<file path="src/rtl/gpio_input.sv">
// Debounced GPIO input block with STATE/EDGES/RAW read registers.
// Define GPIO_FALLING_EDGE_EN to also flag 1->0 debounced transitions.
module gpio_input #(
  parameter int          WIDTH           = 8,
  parameter int          DEBOUNCE_CYCLES = 4,
  parameter logic [31:0] BASE_ADDR       = 32'h0000_0100
) (
  input  logic             clock,
  input  logic             reset,
  input  logic [WIDTH-1:0] pinsIn,
  input  logic [31:0]      address,
  input  logic             readEnable,
  input  logic             loadByte,
  output logic [31:0]      readData,
  output logic             dataValid,
  output logic             edgeIrq
);

  localparam logic [7:0] DB_LAST = 8'(DEBOUNCE_CYCLES - 1);

  logic [WIDTH-1:0]      sync1_q, sync2_q;
  logic [WIDTH-1:0]      deb_q, deb_d;
  logic [WIDTH-1:0]      edges_q, edges_d;
  logic [WIDTH-1:0]      ev;
  logic [WIDTH-1:0][7:0] cnt_q, cnt_d;
  logic [31:0]           rdata_q, rdata_d;
  logic [31:0]           sel;
  logic                  valid_q;
  logic                  irq_q;
  logic                  hit, accept, clr;
  logic                  unused_addr;

  assign unused_addr = ^address[1:0];

  assign hit    = (address[31:4] == BASE_ADDR[31:4]);
  assign accept = readEnable && hit;
  assign clr    = accept && (address[3:2] == 2'd1);

  // Counter reaching its last value on a mismatch commits the new level.
  always_comb begin
    deb_d = deb_q;
    cnt_d = cnt_q;
    for (int i = 0; i < WIDTH; i++) begin
      if (sync2_q[i] == deb_q[i]) begin
        cnt_d[i] = '0;
      end else if (cnt_q[i] == DB_LAST) begin
        cnt_d[i] = '0;
        deb_d[i] = sync2_q[i];
      end else begin
        cnt_d[i] = cnt_q[i] + 8'd1;
      end
    end
  end

`ifdef GPIO_FALLING_EDGE_EN
  assign ev = deb_d ^ deb_q;
`else
  assign ev = deb_d & ~deb_q;
`endif

  // New events are OR-ed in after the clear so they survive a read.
  assign edges_d = (clr ? '0 : edges_q) | ev;

  always_comb begin
    sel = '0;
    case (address[3:2])
      2'd0:    sel = 32'(deb_q);
      2'd1:    sel = 32'(edges_q);
      2'd2:    sel = 32'(sync2_q);
      default: sel = '0;
    endcase
  end

  always_comb begin
    rdata_d = rdata_q;
    if (accept) begin
      rdata_d = loadByte ? {24'b0, sel[7:0]} : sel;
    end
  end

  always_ff @(posedge clock or negedge reset) begin
    if (!reset) begin
      sync1_q <= '0;
      sync2_q <= '0;
      deb_q   <= '0;
      cnt_q   <= '0;
      edges_q <= '0;
      rdata_q <= '0;
      valid_q <= 1'b0;
      irq_q   <= 1'b0;
    end else begin
      sync1_q <= pinsIn;
      sync2_q <= sync1_q;
      deb_q   <= deb_d;
      cnt_q   <= cnt_d;
      edges_q <= edges_d;
      rdata_q <= rdata_d;
      valid_q <= accept;
      irq_q   <= |edges_d;
    end
  end

  assign readData  = rdata_q;
  assign dataValid = valid_q;
  assign edgeIrq   = irq_q;

endmodule

</file>
<file path="config.mk">
export PLATFORM = sky130hd
export DESIGN_NAME = gpio_input
export DESIGN_NICKNAME = d
export VERILOG_FILES = /design/src/rtl/gpio_input.sv
export SDC_FILE = /design/constraint.sdc
export NUM_CORES = 1
export LEC_CHECK = 0
export CAP_MARGIN = 15
export CELL_PAD_IN_SITES_DETAIL_PLACEMENT = 2
export CELL_PAD_IN_SITES_GLOBAL_PLACEMENT = 2
export CORE_ASPECT_RATIO = 0.9
export CORE_MARGIN = 2
export CORE_UTILIZATION = 37
export CTS_CLUSTER_SIZE = 40
export DETAILED_ROUTE_END_ITERATION = 6
export DONT_BUFFER_PORTS = 1
export GPL_ROUTABILITY_DRIVEN = 0
export GPL_TIMING_DRIVEN = 0
export PLACE_DENSITY_LB_ADDON = 0.3
export SYNTH_ARGS = -nofsm -noshare
export SYNTH_HDL_FRONTEND = slang
export SYNTH_SLANG_ARGS = --single-unit
</file>
<file path="constraint.sdc">
create_clock -name clock -period 1.4 [get_ports clock]
set_input_delay 0.21 -clock clock [delete_from_list [all_inputs] [get_ports clock]]
set_output_delay 0.21 -clock clock [all_outputs]
set_load 0.01 [all_outputs]
</file>
==> impl_metrics.json, run 1 <==
{
  "ys_async_sr_fraction_pct": 100,
  "synth-edff-count": 0,
  "slew_viol_final": 0,
  "period_share_pct": 99.9,
  "drtIter0Drc": 103,
  "placed_cell_area_mm2": 0.00522,
  "stdcell_area_mm2": 0.00604,
  "startpoint_type": "flip-flop",
  "vias": 3362,
  "dp_slack_ns": -0.320,
  "dp_hpwl_um": 7700,
  "dieArea_mm2": 0.0142,
  "io_buffers": 0,
  "final_cell_mix": "dfrtp_1 (97), nor2_1 (62), buf_4 (48)",
  "skew_ns": 0.0106,
  "yosysTopAreaCellShare_pct": 53.9,
  "seq_area_mm2": 0.00266,
  "h-tree-depth": 3,
  "stdcell_count": 672,
  "clockBufferDepth": 2,
  "criticalPathCategory": "reg -> reg",
  "critical_path_arrival_ns": 1.65,
  "antenna_found_initial": 0,
  "cts_tree": "yes",
  "leakagePower_nw": 2.87,
  "cpMaxStageDelayCell": "dfrtp_1",
  "setup_viol": 0,
  "syn_to_final_growth_pct": 22.8,
  "grt.overflow.total": 0,
  "holdWs_ns": -0.446,
  "reg2reg_from": "cnt_q[49]$_DFF_PN0_",
  "worst_ir_drop_vdd_mv": 0.648,
  "clk_latency_ns": 0.35,
  "end_kind": "flip-flop",
  "synth_cell_type_count": 33,
  "seq_area_frac_synth_pct": 53.9,
  "pwr_density_cell_mw_per_mm2": 1430,
  "syn-cell-area_mm2": 0.00492,
  "ys_ff_latch": 106,
  "dr.pass1.iters": 4,
  "grtUsageTotal_pct": 17.4,
  "cts_sinks": 106,
  "grt_pass1_vias": 3773,
  "wirelength_um": 12000,
  "syn_avg_cell_area_um2": 11.3,
  "synth_warnings": 0,
  "grt_pass1_wl_um": 19600,
  "cts_root_buf": "clkbuf_16",
  "drc": 0,
  "io_pins": 78,
  "final_hold_viol_count": 106,
  "final_common_cell": "dfrtp_1",
  "die_height_um": 113,
  "synthTopCellsByArea": "dfrtp_1 (54%), xor2_1 (8.4%), nor2_1 (4.7%), nand3_1 (4.2%), buf_4 (3.7%)",
  "yosys.area.top_type": "dfrtp_1",
  "wl_per_cell_um": 17.8,
  "place_inst": 623,
  "path_max_fanout": 2,
  "core-area_mm2": 0.0128,
  "status": "finished with violations",
  "initial_core_util_pct": 38.4,
  "grt_max_degree": 107,
  "required_ns": 1.66,
  "cpPeakStageDelay_ns": 0.40,
  "nNetsFinal": 555,
  "ant_nets": 0,
  "multi_input_area_mm2": 0.00238,
  "startpoint": "cnt_q[49]$_DFF_PN0_",
  "cts_hold_buf": 8,
  "rows": 39,
  "fp.dieW_um": 126,
  "drive_gt1_share_pct": 25.2,
  "max_freq_ghz": 0.715,
  "utilization_pct": 47.1,
  "grt_setup_unrepaired": "true",
  "maxCapViolations": 0,
  "setup_ws_ns": 0.00176,
  "fillerInstances": 1300,
  "numCtsBuffers": 9,
  "period_minus_slack_ns": 1.40,
  "synth-main-ff-cell": "dfrtp_1",
  "viasPerCell": 5.00,
  "synthesis.instances": 436,
  "violations": "negative hold slack",
  "min_path_type": "in -> async",
  "crit_chain": "ha_4 > nor4b_4 > nand4b_1 > and4_1 > o2111ai_2",
  "clkTransAtPathRegs_ns": 0.08,
  "n_antenna_cell": 0
}
[stage by stage]
step / setup TNS, ns / total power, mW
2_1_floorplan: 0 / 4.96
3_3_place_gp: -7.28 / 5.30
3_5_place_dp: -12.83 / 5.43
4_1_cts: 0 / 8.47
5_1_grt: -0.368 / 9.15
6_report: 0 / 8.62
[layout make-up]
type / count / area share, %
plain buffers: 26 / 3.15
clock buffers: 9 / 3.73
clock inverters: 7 / 1.26
inverters: 8 / 0.497
multi-input cells: 319 / 39.4
flip-flops and latches: 106 / 44.1
well taps: 164 / 3.40
repair buffers: 33 / 4.49
[logic make-up (layout without fill, tap and decap cells)]
| family | after synthesis | count (layout) | share of synthesized area (%) |
|---|---|---|---|
| AOI/OAI and AO/OA | 19 | 19 | 2.39 |
| xor gates and xnor gates | 56 | 56 | 9.96 |
| adders and majority gates | 8 | 8 | 2.03 |
| buffers and inverters | 34 | 83 | 4.47 |
| DFF | 106 | 106 | 53.9 |
| muxes | 24 | 24 | 5.29 |
| other | 1 | 24 | 0.0762 |
| and+or+nand+nor | 188 | 188 | 21.9 |
[repair_timing]
| item | CTS | global route |
|---|---|---|
| hold endpoints to repair | 114 | 106 |
| buffers inserted | 13 | 12 |
| pin swaps | 7 | 12 |
| setup endpoints to repair | 73 | 42 |
| gates resized for setup | 38 | 18 |
[worst max-delay path, delay by kind of cell (launching register included)]
kind                       cells  cell delay (ns)
and+or+nand+nor                3             0.67
DFF                            1             0.40
AOI/OAI and AO/OA              1             0.08
adders and majority gates      1             0.16
[layer usage]
| metal | part of all wire (%) | track usage (%) |
|---|---|---|
| met1 | 42 | 21.2 |
| met3 | 3.1 | 4.41 |
| met2 | 54 | 31.0 |
| met5 | 0 | 0 |
| met4 | 1.3 | 4.52 |
[sequential cells by signal, summed over array words and instances (netlist names)]
signal     flops
cnt_q         64
dataValid      1
deb_q          8
edgeIrq        1
edges_q        8
readData       8
sync1_q        8
sync2_q        8
[where the power goes]
group	switching (mW)	internal [mW]	total, mW
registers	0.487	3.46	3.95
clock network	1.19	1.40	2.59
logic	1.06	1.02	2.07
[cell usage after synthesis, types with 6 or more instances]
master   count
and3_1      21
buf_4       24
dfrtp_1    106
ha_1         8
inv_1        8
mux2_1      10
mux2_2       6
mux2i_1      8
nand2_1     21
nand3_1     41
nand4_1      6
nor2_1      62
o21ai_1     12
xnor2_1      9
xor2_1      47
[path summary, 6_finish.rpt]
check                                  endpoint  slack [ns]  depth (start not counted)
max                           edgeIrq$_DFF_PN0_       0.002                          5
min                          cnt_q[7]$_DFF_PN0_       -0.45                          0
max reg2reg                   edgeIrq$_DFF_PN0_       0.002                          5
min reg2reg                sync2_q[2]$_DFF_PN0_        0.35                          0
max in group asynchronous   cnt_q[27]$_DFF_PN0_        1.68                          0
min in group clock          dataValid$_DFF_PN0_        0.09                          3
No activity file was read; power rests on OpenSTA's default activity.
==> run 2, diff against run 1 <==
Settings changed: CORE_ASPECT_RATIO 0.9 to default, CTS_CLUSTER_SIZE 40 to default.
==> run 2 against run 1 <==
Against the previous run: the run ends with negative hold slack, negative setup slack left; setup slack lost 0.091 ns; hold slack worse by 0.0071 ns; global-route usage rose by 1.1 points; non-clock buffer count rose by 6; critical path depth shrank 1; first-iteration DRC count up 4.9%; sequential cell count unchanged; sequential share of layout area decreased by 0.94 points; critical endpoint is now deb_q[5]$_DFF_PN0_; fmax decreased by 6.1%; die area about the same; sequential power is 1% higher; core utilization decreased by 0.18 points.
==> impl_metrics.json, run 2 (same netlist as run 1, synthesis figures left out) <==
{
  "status": "finished with violations",
  "violations": "negative hold slack, negative setup slack",
  "setup_ws_ns": -0.0893,
  "slew_viol_final": 0,
  "vias": 3390,
  "pwr_density_cell_mw_per_mm2": 1470,
  "path_max_fanout": 5,
  "crit_chain": "ha_4 > nor4b_4 > nand2_2 > mux2_4",
  "grt_pass1_vias": 3880,
  "netSwitchingFraction_pct": 30.8,
  "grtUsageTotal_pct": 18.5,
  "ant_nets": 0,
  "clkTransAtPathRegs_ns": 0.07,
  "final_cell_mix": "dfrtp_1 (101), nor2_1 (62), buf_4 (54)",
  "final_hold_viol_count": 106,
  "initial_core_util_pct": 37.5,
  "drive_gt1_share_pct": 25.9,
  "nNetsFinal": 561,
  "grt_pass1_wl_um": 20500,
  "largest-register": "cnt_q",
  "core-area_mm2": 0.0131,
  "cts_hold_buf": 8,
  "antenna_found_initial": 0,
  "syn_to_final_growth_pct": 25.2,
  "drtIter0Drc": 108,
  "path_delay_family": "simple AND/OR/NAND/NOR gates",
  "viasPerCell": 4.91,
  "holdWs_ns": -0.453,
  "worst_ir_drop_vdd_mv": 0.829,
  "cts_tree": "yes",
  "p_comb_share_pct": 23.7,
  "wl_per_cell_um": 18.5,
  "stdcell_count": 690,
  "final_common_cell": "dfrtp_1",
  "reg2reg_from": "cnt_q[40]$_DFF_PN0_",
  "dp_hpwl_um": 7700,
  "period_share_pct": 106,
  "io_pins": 78,
  "dr.pass1.iters": 4,
  "pwr-share-clk_pct": 32.2,
  "cpMaxStageDelayCell": "dfrtp_1",
  "die_height_um": 119,
  "criticalPathCategory": "reg -> reg",
  "max_freq_ghz": 0.671,
  "p_seq_share_pct": 44.1,
  "leakagePower_nw": 2.92,
  "n_antenna_cell": 0,
  "wirelength_um": 12800,
  "min_path_type": "in -> async",
  "grt_setup_unrepaired": "true",
  "critPathBufInv": 0,
  "fp.dieW_um": 119,
  "internal-power_mw": 6.26,
  "required_ns": 1.64,
  "dieArea_mm2": 0.0142,
  "clockBufferDepth": 2,
  "numCtsBuffers": 9,
  "setup_viol": 10,
  "cts_root_buf": "clkbuf_16",
  "switching_power_mw": 2.79,
  "critical_path_arrival_ns": 1.73,
  "startpoint_type": "flip-flop",
  "place_inst": 635,
  "maxCapViolations": 0,
  "grt.overflow.total": 0,
  "period_minus_slack_ns": 1.49,
  "end_kind": "flip-flop",
  "cpPeakStageDelay_ns": 0.42,
  "clk_latency_ns": 0.36,
  "largest_register_ffs": 64,
  "rows": 42,
  "startpoint": "cnt_q[40]$_DFF_PN0_",
  "skew_ns": 0.00622,
  "power_mw": 9.05,
  "io_buffers": 0,
  "drc": 0,
  "cts_sinks": 106,
  "grt_max_degree": 107,
  "h-tree-depth": 3,
  "fillerInstances": 1378
}
[run 2: cell count changes in the layout (fill, tap and decap cells not counted), moves of 2 or more]
cell       previous run  this run
dfrtp_1              97       101
ha_1                  2         0
buf_4                48        54
dfrtp_2               9         5
bufinv_16             1         3
[run 2: timing repair]
action	CTS	global route
gates resized for setup	37	20
setup buffers	17	14
endpoints found under the setup margin	71	50
pin swaps	13	13
endpoints found under the hold margin	114	106
[run 2: final timing paths]
kind                                         to  slack, ns  depth (start not counted)
min in group clock          dataValid$_DFF_PN0_       0.11                          3
max in group asynchronous  sync2_q[3]$_DFF_PN0_       1.68                          0
min                         cnt_q[44]$_DFF_PN0_      -0.45                          0
max reg2reg                  deb_q[5]$_DFF_PN0_      -0.09                          4
min reg2reg                sync2_q[1]$_DFF_PN0_       0.35                          0
max                          deb_q[5]$_DFF_PN0_      -0.09                          4
[run 2: power by group through the flow]
stage / registers [mW] / logic, mW / clock network, mW
after global routing: 4.06 / 2.41 / 3.09
after CTS: 3.94 / 1.91 / 3.01
after global placement: 3.95 / 1.35 / 0
final: 3.99 / 2.14 / 2.92
after detailed placement: 4.00 / 1.46 / 0
after floorplan: 3.85 / 1.10 / 0
[run 2: per-layer routing]
metal	global-route usage, %	wire length [um]	part of all wire (%)	vias to the layer above
met1	21.4	5030	39	1745
met4	3.82	177	1.4	0
met2	33.8	7130	56	46
met5	0	0	0	-
met3	5.56	461	3.6	15
li1	-	-	-	1584
[run 2: area by class of cell]
| cell class | count | area [um2] | area share [%] |
|---|---|---|---|
| inverters | 8 | 30.0 | 0.487 |
| repair buffers | 39 | 317 | 5.14 |
| multi-input cells | 319 | 2410 | 39.0 |
| clock buffers | 9 | 225 | 3.65 |
| well taps | 176 | 220 | 3.57 |
| clock inverters | 7 | 116 | 1.89 |
| plain buffers | 26 | 190 | 3.09 |
| flip-flops and latches | 106 | 2660 | 43.1 |
[run 2: metrics by stage]
step / setup slack (ns) / setup TNS, ns / utilization (%) / area (um2)
floorplan: 0.00695 / 0 / - / 5010
global placement: -0.190 / -7.15 / 39.8 / 5240
detailed placement: -0.363 / -13.68 / 39.8 / 5240
CTS: 0.00101 / 0 / 45.4 / 5970
global route: -0.145 / -1.21 / 46.9 / 6160
finish: -0.0893 / -0.192 / 46.9 / 6160
